File: config.mk
export PLATFORM = sky130hd
export DESIGN_NAME = vga_timing_gen_flat
export DESIGN_NICKNAME = d
export VERILOG_FILES = /design/src/rtl/vga_pkg.sv /design/src/rtl/vga_timing_gen_if.sv /design/src/rtl/vga_axis_counter.sv /design/src/rtl/vga_timing_gen.sv /design/src/flat_wrapper.sv
export SDC_FILE = /design/constraint.sdc
export NUM_CORES = 1
export LEC_CHECK = 0
export ABC_AREA = 1
export ABC_CLOCK_PERIOD_IN_PS = 1770
export CAP_MARGIN = 0
export CORE_MARGIN = 2
export CORE_UTILIZATION = 30
export DETAILED_ROUTE_END_ITERATION = 10
export PLACE_DENSITY = 0.61
export SLEW_MARGIN = 20
export SYNTH_ARGS = -nofsm -noshare
export SYNTH_HDL_FRONTEND = slang
export SYNTH_SLANG_ARGS = --single-unit
File: constraint.sdc
create_clock -name Clk -period 1.77 [get_ports Clk]
set_input_delay 0.4425 -clock Clk [delete_from_list [all_inputs] [get_ports Clk]]
set_output_delay 0.4425 -clock Clk [all_outputs]
set_load 0.005 [all_outputs]
File: src/rtl/vga_pkg.sv
// Shared VGA raster constants (640x480 @ 60 Hz) and the coordinate type used
// by the timing generator and color_mapper.
package vga_pkg;

    localparam int H_VISIBLE = 640;
    localparam int H_FRONT   = 16;
    localparam int H_SYNC    = 96;
    localparam int H_BACK    = 48;

    localparam int V_VISIBLE = 480;
    localparam int V_FRONT   = 10;
    localparam int V_SYNC    = 2;
    localparam int V_BACK    = 33;

    localparam int H_TOTAL   = H_VISIBLE + H_FRONT + H_SYNC + H_BACK;
    localparam int V_TOTAL   = V_VISIBLE + V_FRONT + V_SYNC + V_BACK;

    // Sync windows are half-open: START inclusive, END exclusive.
    localparam int HS_START  = H_VISIBLE + H_FRONT;
    localparam int HS_END    = HS_START + H_SYNC;
    localparam int VS_START  = V_VISIBLE + V_FRONT;
    localparam int VS_END    = VS_START + V_SYNC;

    localparam int COORD_W   = 10;

    typedef logic [COORD_W-1:0] coord_t;

    function automatic logic in_span(input coord_t c, input coord_t lo, input coord_t hi);
        return (c >= lo) && (c < hi);
    endfunction

endpackage

File: src/rtl/vga_timing_gen_if.sv
// Raster timing bundle from vga_timing_gen to its consumers (color_mapper and
// the VGA sync pins).
interface vga_timing_gen_if;
    import vga_pkg::*;

    logic       pixel_clk;
    logic       pix_en;
    logic       hs;
    logic       vs;
    logic       blank;
    coord_t     DrawX;
    coord_t     DrawY;
    logic       line_start;
    logic       frame_start;
    logic [7:0] frame_cnt;

    modport master (
        output pixel_clk, pix_en, hs, vs, blank, DrawX, DrawY,
               line_start, frame_start, frame_cnt
    );

    modport slave (
        input  pixel_clk, pix_en, hs, vs, blank, DrawX, DrawY,
               line_start, frame_start, frame_cnt
    );

endinterface

File: src/rtl/vga_axis_counter.sv
// One raster axis: wrapping position counter with registered active-low sync
// and a look-ahead active flag. Axes chain through wrap (H wrap advances V).
module vga_axis_counter
    import vga_pkg::*;
#(
    parameter int VISIBLE = H_VISIBLE,
    parameter int FRONT   = H_FRONT,
    parameter int SYNC    = H_SYNC,
    parameter int BACK    = H_BACK
) (
    input  logic   clk,
    input  logic   rst,
    input  logic   adv,
    output coord_t count,
    output logic   sync_n,
    output logic   active,
    output logic   wrap
);

    localparam int     TOTAL      = VISIBLE + FRONT + SYNC + BACK;
    localparam coord_t LAST       = coord_t'(TOTAL - 1);
    localparam coord_t VIS_END    = coord_t'(VISIBLE);
    localparam coord_t SYNC_START = coord_t'(VISIBLE + FRONT);
    localparam coord_t SYNC_END   = coord_t'(VISIBLE + FRONT + SYNC);

    coord_t count_nxt;

    always_comb begin
        count_nxt = count;
        if (adv) begin
            count_nxt = (count == LAST) ? '0 : count + coord_t'(1);
        end
    end

    assign wrap   = adv && (count == LAST);
    // Reflects the next position so the parent can register a combined
    // display-enable on the same edge the counters move.
    assign active = (count_nxt < VIS_END);

    always_ff @(posedge clk or posedge rst) begin
        if (rst) begin
            count  <= '0;
            sync_n <= 1'b1;
        end else begin
            count  <= count_nxt;
            sync_n <= !in_span(count_nxt, SYNC_START, SYNC_END);
        end
    end

    a_count_in_range: assert property (@(posedge clk) disable iff (rst) count <= LAST);

endmodule

File: src/rtl/vga_timing_gen.sv
// Raster timing generator: pixel-rate divider feeding chained horizontal and
// vertical counters; all qualifiers are registered alongside DrawX/DrawY.
module vga_timing_gen
    import vga_pkg::*;
#(
    parameter int H_VISIBLE = vga_pkg::H_VISIBLE,
    parameter int H_FRONT   = vga_pkg::H_FRONT,
    parameter int H_SYNC    = vga_pkg::H_SYNC,
    parameter int H_BACK    = vga_pkg::H_BACK,
    parameter int V_VISIBLE = vga_pkg::V_VISIBLE,
    parameter int V_FRONT   = vga_pkg::V_FRONT,
    parameter int V_SYNC    = vga_pkg::V_SYNC,
    parameter int V_BACK    = vga_pkg::V_BACK,
    parameter int CLK_DIV   = 2
) (
    input  logic             Clk,
    input  logic             Reset,
    vga_timing_gen_if.master bus
);

    localparam int               DIV_W    = $clog2(CLK_DIV);
    localparam logic [DIV_W-1:0] DIV_LAST = DIV_W'(CLK_DIV - 1);
    localparam logic [DIV_W-1:0] DIV_HALF = DIV_W'(CLK_DIV / 2);

    logic [DIV_W-1:0] div;
    logic [DIV_W-1:0] div_nxt;
    logic             pix_en;
    logic             pixel_clk;

    coord_t     h_count;
    coord_t     v_count;
    logic       h_sync_n;
    logic       v_sync_n;
    logic       h_active;
    logic       v_active;
    logic       h_wrap;
    logic       v_wrap;
    logic       blank;
    logic       line_start;
    logic       frame_start;
    logic [7:0] frame_cnt;

    always_comb begin
        div_nxt = (div == DIV_LAST) ? '0 : div + DIV_W'(1);
    end

    // pix_en and pixel_clk are decoded from the next divider value so they
    // line up with div itself rather than trailing it by a cycle.
    always_ff @(posedge Clk or posedge Reset) begin
        if (Reset) begin
            div       <= '0;
            pix_en    <= 1'b0;
            pixel_clk <= 1'b0;
        end else begin
            div       <= div_nxt;
            pix_en    <= (div_nxt == DIV_LAST);
            pixel_clk <= (div_nxt >= DIV_HALF);
        end
    end

    vga_axis_counter #(
        .VISIBLE (H_VISIBLE),
        .FRONT   (H_FRONT),
        .SYNC    (H_SYNC),
        .BACK    (H_BACK)
    ) u_h_axis (
        .clk    (Clk),
        .rst    (Reset),
        .adv    (pix_en),
        .count  (h_count),
        .sync_n (h_sync_n),
        .active (h_active),
        .wrap   (h_wrap)
    );

    vga_axis_counter #(
        .VISIBLE (V_VISIBLE),
        .FRONT   (V_FRONT),
        .SYNC    (V_SYNC),
        .BACK    (V_BACK)
    ) u_v_axis (
        .clk    (Clk),
        .rst    (Reset),
        .adv    (h_wrap),
        .count  (v_count),
        .sync_n (v_sync_n),
        .active (v_active),
        .wrap   (v_wrap)
    );

    // Markers only update on pixel advances, so each spans a full pixel
    // period; the period right after reset never raises them.
    always_ff @(posedge Clk or posedge Reset) begin
        if (Reset) begin
            blank       <= 1'b1;
            line_start  <= 1'b0;
            frame_start <= 1'b0;
            frame_cnt   <= '0;
        end else begin
            blank <= h_active && v_active;
            if (pix_en) begin
                line_start  <= h_wrap;
                frame_start <= v_wrap;
                if (v_wrap) begin
                    frame_cnt <= frame_cnt + 8'd1;
                end
            end
        end
    end

    assign bus.pixel_clk   = pixel_clk;
    assign bus.pix_en      = pix_en;
    assign bus.hs          = h_sync_n;
    assign bus.vs          = v_sync_n;
    assign bus.blank       = blank;
    assign bus.DrawX       = h_count;
    assign bus.DrawY       = v_count;
    assign bus.line_start  = line_start;
    assign bus.frame_start = frame_start;
    assign bus.frame_cnt   = frame_cnt;

    a_pix_strobe: assert property (@(posedge Clk) disable iff (Reset) pix_en |=> !pix_en);
    a_frame_line: assert property (@(posedge Clk) disable iff (Reset) frame_start |-> line_start);

endmodule

File: src/flat_wrapper.sv
// flat-port wrapper written by rule: the top's interface ports become plain ports
module vga_timing_gen_flat import vga_pkg::*;
#(
    parameter int H_VISIBLE = vga_pkg::H_VISIBLE,
    parameter int H_FRONT   = vga_pkg::H_FRONT,
    parameter int H_SYNC    = vga_pkg::H_SYNC,
    parameter int H_BACK    = vga_pkg::H_BACK,
    parameter int V_VISIBLE = vga_pkg::V_VISIBLE,
    parameter int V_FRONT   = vga_pkg::V_FRONT,
    parameter int V_SYNC    = vga_pkg::V_SYNC,
    parameter int V_BACK    = vga_pkg::V_BACK,
    parameter int CLK_DIV   = 2
)
  (Clk, Reset, bus_pixel_clk, bus_pix_en, bus_hs, bus_vs, bus_blank, bus_DrawX, bus_DrawY, bus_line_start, bus_frame_start, bus_frame_cnt);
  vga_timing_gen_if bus_i ();
  input  logic Clk;
  input  logic Reset;
  output wire logic [$bits(bus_i.pixel_clk)-1:0] bus_pixel_clk;
  output wire logic [$bits(bus_i.pix_en)-1:0] bus_pix_en;
  output wire logic [$bits(bus_i.hs)-1:0] bus_hs;
  output wire logic [$bits(bus_i.vs)-1:0] bus_vs;
  output wire logic [$bits(bus_i.blank)-1:0] bus_blank;
  output wire logic [$bits(bus_i.DrawX)-1:0] bus_DrawX;
  output wire logic [$bits(bus_i.DrawY)-1:0] bus_DrawY;
  output wire logic [$bits(bus_i.line_start)-1:0] bus_line_start;
  output wire logic [$bits(bus_i.frame_start)-1:0] bus_frame_start;
  output wire logic [$bits(bus_i.frame_cnt)-1:0] bus_frame_cnt;
  assign bus_pixel_clk = bus_i.pixel_clk;
  assign bus_pix_en = bus_i.pix_en;
  assign bus_hs = bus_i.hs;
  assign bus_vs = bus_i.vs;
  assign bus_blank = bus_i.blank;
  assign bus_DrawX = bus_i.DrawX;
  assign bus_DrawY = bus_i.DrawY;
  assign bus_line_start = bus_i.line_start;
  assign bus_frame_start = bus_i.frame_start;
  assign bus_frame_cnt = bus_i.frame_cnt;
  vga_timing_gen #(.H_VISIBLE(H_VISIBLE), .H_FRONT(H_FRONT), .H_SYNC(H_SYNC), .H_BACK(H_BACK), .V_VISIBLE(V_VISIBLE), .V_FRONT(V_FRONT), .V_SYNC(V_SYNC), .V_BACK(V_BACK), .CLK_DIV(CLK_DIV)) u_core (.Clk(Clk), .Reset(Reset), .bus(bus_i));
endmodule
==> results.json, run 1 <==
{
  "status": "finished clean",
  "clock_latency_ps": 290,
  "worst-setup-path-type": "reg -> out",
  "tritoncts": "done",
  "slowest_delay_ps": 490,
  "seqPwrFrac_pct": 55.5,
  "yosysUniqueCellTypes": 23,
  "async_flop_share_pct": 100,
  "fillCellCount": 638,
  "met2_usage_pct": 23.9,
  "routed_via_density": 4.58,
  "critical_path_required_ps": 1330,
  "first_global_vias": 1909,
  "std_cell_rows": 29,
  "yosysTopAreaCellShare_pct": 38.9,
  "period_minus_slack_ps": 1760,
  "clockBufferDepth": 2,
  "finClkSkew_ps": 3.87,
  "dieHeight_um": 85.5,
  "peakVddDrop_v": 0.000316,
  "worst_pin_slew_ps": 304,
  "post-route-period-util_pct": 99.4,
  "grt_pass1_wl_mm": 8.78,
  "synthesis.nets": 285,
  "io_buffers": 36,
  "gp_congestion": 0.879,
  "cts_root_buf": "clkbuf_8",
  "ant_nets": 0,
  "io_pins": 37,
  "yosysTopAreaCell": "dfrtp_1",
  "max_clock_freq_ghz": 0.569,
  "grt_use_total_pct": 15.0,
  "crit_path_start_kind": "flop",
  "initial_core_util_pct": 31.2,
  "synth_top_cells_by_area": "dfrtp_1 39%, nand2_1 18%, inv_1 8.9%",
  "antennaDiodeCount": 0,
  "end_kind": "output pin",
  "swShare_pct": 21.8,
  "synth_seq_cells": 34,
  "dpl-instance-area_um2": 2600,
  "ys_seq_area_share_pct": 42.9,
  "numCtsBuffers": 5,
  "fin_nets": 361,
  "p_per_area_nw_per_um2": 472,
  "syn_to_final_growth_pct": 48.8,
  "p_int_mw": 1.10,
  "overflow": 0,
  "ys.flop_type": "dfrtp_1",
  "crit_arrival_ps": 1320,
  "avgSynthCellArea_um2": 7.14,
  "fp.dieW_um": 85.5,
  "regArea_um2": 861,
  "grt_max_degree": 35,
  "num_vias": 1983,
  "fin_cells": 433,
  "antenna_found_initial": 0,
  "path_clk_slew_ps": 70,
  "place_inst": 409,
  "synth_edf_count": 0,
  "wl_per_cell_um": 12.4,
  "crit_slowest_cell": "clkdlybuf4s50_1",
  "dr.pass1.iters": 4,
  "die_area_um2": 7310,
  "synthTopCellsByCount": "97 x nand2_1, 47 x inv_1, 31 x dfrtp_1",
  "cts_hold_buf": 0,
  "drive_gt1_share_pct": 23.6,
  "totalWireLength_mm": 5.38,
  "path_cells": "buf_4, clkdlybuf4s50_1",
  "grt.busiest_layer": "met2",
  "use_met3_pct": 2.69,
  "ys_warn_count": 0,
  "synthCells": 279,
  "design_power_total_mw": 1.40,
  "core_area_um2": 6390,
  "finalSetupViolations": 0,
  "multi_input_area_um2": 1040,
  "postLayoutCellArea_um2": 2970,
  "rsz0062_at_grt": "true",
  "yosysMostFrequentCell": "nand2_1",
  "drc": 0,
  "combinationalPowerShare_pct": 1.6,
  "hp-class": "reg -> reg",
  "max-slew-margin-rel_pct": 79.6,
  "holdWs_ps": 470,
  "cts.sink_count": 34,
  "final_util_pct": 46.4,
  "htree_num_levels": 2,
  "finalMaxSlewViolations": 0,
  "synthesis.area_um2": 1990,
  "initialDrtViolationCount": 82,
  "p_leak_nw": 1.56,
  "grt.met1_usage_pct": 20.2,
  "maxCapViolCount": 0,
  "p_clk_share_pct": 43.0,
  "dpl.hpwl_mm": 3.81,
  "hold_violations": 0,
  "switchingPower_mw": 0.305,
  "critPathMaxFanout": 3
}
## timing repair
item | in CTS | in global routing
resized for setup | 3 | 45
setup endpoints to repair | 6 | 19
buffers inserted | 6 | 10
pin swaps | 0 | 15
## per-layer routing
layer / share of wire, % / up-vias
met5: 0 / -
met4: 1.6 / 0
met3: 3.4 / 7
met2: 48 / 49
met1: 47 / 914
li1: - / 1013
## final cells by class
class | count | share of cell area (%)
Sequential cell | 34 | 29.0
Clock inverter | 2 | 0.422
Tap cell | 77 | 3.25
Multi-Input combinational cell | 193 | 35.2
Clock buffer | 6 | 2.78
Inverter | 49 | 6.29
Timing Repair Buffer | 72 | 23.0
## worst max-delay path: cells and delay by family (launching register included)
kind,cells,cell delay [ps]
DFF,1,400
buffers and inverters,2,630
## placed cells by master, fill, tap and decap left out
master / count
nand3_4: 1
nand2_1: 95
clkdlybuf4s50_1: 32
nand2_4: 2
xor2_1: 4
dfrtp_1: 26
nor2_1: 16
nand3_1: 25
clkinvlp_4: 1
clkbuf_8: 6
xnor2_1: 4
dlymetal6s2s_1: 4
clkinv_2: 1
buf_6: 8
ha_4: 2
nor3_1: 3
dfrtp_2: 5
buf_12: 1
nand4_1: 12
nor3_2: 1
ha_1: 2
o21ai_2: 2
nand3_2: 4
inv_4: 1
dfstp_2: 3
inv_2: 3
buf_4: 27
o21ai_0: 3
a21oi_1: 1
nor2_8: 1
nor2_4: 5
nor2_2: 7
nand2_2: 3
inv_1: 45
## flip-flops by register name, indices dropped and copies added, names as in the netlist
signal	count
u_core.u_h_axis.count	10
u_core.bus.frame_start	1
u_core.u_h_axis.sync_n	1
u_core.bus.line_start	1
u_core.u_v_axis.count	10
u_core.div	1
u_core.bus.frame_cnt	8
u_core.bus.blank	1
u_core.u_v_axis.sync_n	1
## per-stage QoR
stage | setup WS, ps | setup TNS, ps
floorplan | 101 | 0
global placement | 41.1 | 0
detailed placement | 33.1 | 0
CTS | 1.44 | 0
global route | -49.9 | -187
finish | 11.3 | 0
## power by group through the flow
stage,clock network (mW),registers (mW),logic [mW]
3_5_place_dp,0,0.792,0.0239
6_report,0.602,0.777,0.0222
5_1_grt,0.658,0.776,0.0261
4_1_cts,0.630,0.777,0.0238
3_3_place_gp,0,0.792,0.0238
2_1_floorplan,0,0.792,0.0114
## cell families after synthesis
family / after synthesis / share of synthesized area, %
fa+ha+maj: 4 / 2.51
flops: 34 / 42.9
buf+inv: 52 / 10.0
xor+xnor: 8 / 3.52
simple gates: 175 / 39.5
compound gates: 6 / 1.51
## path summary, 6_finish.rpt
path	from	end	slack [ps]	cells after the start
min reg2reg	u_core.bus.frame_cnt[7]$_DFFE_PP0P_	u_core.bus.frame_cnt[7]$_DFFE_PP0P_	470	1
min	u_core.bus.frame_cnt[7]$_DFFE_PP0P_	u_core.bus.frame_cnt[7]$_DFFE_PP0P_	470	1
min in group asynchronous	Reset	u_core.u_v_axis.count[3]$_DFF_PP0_	490	3
max	u_core.u_h_axis.count[1]$_DFF_PP0_	bus_DrawX[1]	10	2
max reg2reg	u_core.u_h_axis.count[0]$_DFF_PP0_	u_core.bus.frame_cnt[6]$_DFFE_PP0P_	70	11
max in group asynchronous	Reset	u_core.u_v_axis.sync_n$_DFF_PP1_	1030	3
(Power assumes the default switching activity.)
==> run 2: changes to the inputs <==
--- a/config.mk
+++ b/config.mk
@@ -11,8 +11,10 @@
 export CORE_MARGIN = 2
 export CORE_UTILIZATION = 30
 export DETAILED_ROUTE_END_ITERATION = 10
+export HOLD_SLACK_MARGIN = 0.05
 export PLACE_DENSITY = 0.61
 export SLEW_MARGIN = 20
 export SYNTH_ARGS = -nofsm -noshare
 export SYNTH_HDL_FRONTEND = slang
 export SYNTH_SLANG_ARGS = --single-unit
+export TNS_END_PERCENT = 10
==> run 2 against run 1 <==
Against the previous run: maximum frequency up 0.18%; via count shrank 2.9%; sequential power is essentially flat; non-clock buffer count fell by 8; critical path depth did not move; combinational power is essentially flat; final cell count decreased by 1.8%; total power is 0.16% higher; sequential share of layout area increased by 1.4 points; first-iteration DRC count is 17% lower; die area is the same; clock skew grew 3.0 ps; critical path type unchanged; critical endpoint is now bus_DrawX[2].
==> results.json, run 2 (synthesis results as in run 1) <==
{
  "status": "finished clean",
  "grt_use_total_pct": 14.9,
  "holdCritStartpoint": "u_core.bus.frame_cnt[7]$_DFFE_PP0P_",
  "dieHeight_um": 85.5,
  "whs_path_depth": 1,
  "syn_to_final_growth_pct": 42.2,
  "io_pins": 37,
  "critical_path_required_ps": 1330,
  "drive_gt1_share_pct": 18.1,
  "finalMaxSlewViolations": 0,
  "htree_num_levels": 2,
  "max_clock_freq_ghz": 0.570,
  "crit_path_start_kind": "flop",
  "p_int_mw": 1.10,
  "overflow": 0,
  "place_inst": 409,
  "initial_core_util_pct": 31.2,
  "dr.pass1.iters": 4,
  "seqPwrFrac_pct": 55.4,
  "critPathCapture": "bus_DrawX[2]",
  "first_global_vias": 1887,
  "crit_slowest_cell": "clkdlybuf4s50_1",
  "clock_latency_ps": 290,
  "drc": 0,
  "critPathMaxFanout": 4,
  "std_cell_rows": 29,
  "cts_hold_buf": 0,
  "cts_root_buf": "clkbuf_8",
  "routed_via_density": 4.53,
  "switchingPower_mw": 0.307,
  "finalSetupViolations": 0,
  "end_kind": "output pin",
  "holdWs_ps": 474,
  "totalWireLength_mm": 5.18,
  "maxCapViolCount": 0,
  "post-route-period-util_pct": 99.2,
  "clockBufferDepth": 2,
  "gp_congestion": 0.879,
  "swShare_pct": 21.9,
  "ant_nets": 0,
  "path_cells": "buf_6, clkdlybuf4s50_1",
  "initialDrtViolationCount": 68,
  "reg_top3": "u_core.u_h_axis.count: 10 flops, u_core.u_v_axis.count: 10 flops, u_core.bus.frame_cnt: 8 flops",
  "period_minus_slack_ps": 1760,
  "worst-setup-path-type": "reg -> out",
  "fin_ws_ps": 14.4,
  "die_area_um2": 7310,
  "fin_nets": 353,
  "cp.depth": 2,
  "grt_pass1_wl_mm": 8.70,
  "fillCellCount": 661,
  "peakVddDrop_v": 0.000318,
  "fin_cells": 425,
  "num_vias": 1926,
  "rrSetupSlack_ps": 50,
  "hp-class": "reg -> reg",
  "rr_worst_depth": 11,
  "fp.dieW_um": 85.5,
  "postLayoutCellArea_um2": 2830,
  "p_leak_nw": 1.51,
  "final_common_cell": "nand2_1",
  "r2r-start": "u_core.u_h_axis.count[0]$_DFF_PP0_",
  "hold_violations": 0,
  "slowest_delay_ps": 490,
  "final_cell_mix": "96 x nand2_1, 47 x inv_1, 29 x clkdlybuf4s50_1",
  "antenna_found_initial": 0,
  "worst-path-buf-inv": 2,
  "multi_input_area_um2": 978,
  "wl_per_cell_um": 12.2,
  "core_area_um2": 6390,
  "p_per_area_nw_per_um2": 495,
  "cts.sink_count": 34,
  "regArea_um2": 862,
  "finClkSkew_ps": 6.85,
  "crit_family": "buffers and inverters",
  "post-place-ws_ps": 33.1,
  "r2r-end": "u_core.bus.frame_cnt[6]$_DFFE_PP0P_",
  "max-slew-margin-rel_pct": 79.9,
  "p_clk_share_pct": 43.1,
  "critPathLaunch": "u_core.u_h_axis.count[2]$_DFF_PP0_",
  "worst_pin_slew_ps": 300,
  "rsz0062_at_grt": "true",
  "dpl.hpwl_mm": 3.81,
  "numCtsBuffers": 5,
  "tritoncts": "done",
  "path_clk_slew_ps": 70,
  "grt_max_degree": 35,
  "dpl-instance-area_um2": 2600,
  "combinationalPowerShare_pct": 1.6,
  "io_buffers": 36,
  "antennaDiodeCount": 0,
  "crit_arrival_ps": 1310
}
run 2: changes by cell type in the layout (fill, tap and decap cells not counted), moves of 3 or more:
cell	previous run	this run
nor2_2	7	4
nor2_1	16	21
nand3_1	25	28
buf_4	27	21
nand3_2	4	1
clkdlybuf4s50_1	32	29
run 2: metrics by stage:
| step | TNS [ps] | util [%] | power (mW) |
|---|---|---|---|
| final | 0 | 44.4 | 1.40 |
| after global routing | -368 | 44.4 | 1.46 |
| after CTS | -32.0 | 42.6 | 1.43 |
| after detailed placement | 0 | 40.7 | 0.815 |
| after global placement | 0 | 40.7 | 0.815 |
| after floorplan | 0 | - | 0.803 |
run 2: repair_timing:
action | CTS | global route
pin swaps | 0 | 7
setup buffers | 2 | 6
endpoints found under the setup margin | 6 | 16
resized for setup | 7 | 25
cloned | 0 | 0
endpoints found under the hold margin | 0 | 0
run 2: how the worst min path moves through the flow:
stage | to
after detailed placement | u_core.bus.frame_cnt[7]$_DFFE_PP0P_
final | u_core.bus.frame_cnt[7]$_DFFE_PP0P_
after CTS | u_core.bus.frame_cnt[7]$_DFFE_PP0P_
after global routing | u_core.u_v_axis.count[3]$_DFF_PP0_
after floorplan | u_core.bus.frame_cnt[7]$_DFFE_PP0P_
after global placement | u_core.bus.line_start$_DFFE_PP0P_
run 2: cell type report:
cell class	instances	area share (%)
Clock buffer	6	2.91
Timing Repair Buffer	64	21.7
Sequential cell	34	30.4
Multi-Input combinational cell	193	34.5
Tap cell	77	3.40
Inverter	49	6.58
Clock inverter	2	0.442
run 2: power groups by stage:
stage	sequential, mW	combinational [mW]	clock [mW]
floorplan	0.792	0.0114	0
global placement	0.792	0.0238	0
detailed placement	0.792	0.0239	0
CTS	0.777	0.0238	0.630
global route	0.776	0.0261	0.657
finish	0.777	0.0222	0.604
run 2: metal layers:
metal  GRT usage, %  share of wire (%)  up-vias
met4           6.35                1.8        0
li1               -                  -      997
met5              0                  0        -
met2           23.7                 47       35
met1           19.9                 49      885
met3           2.79                2.5        9
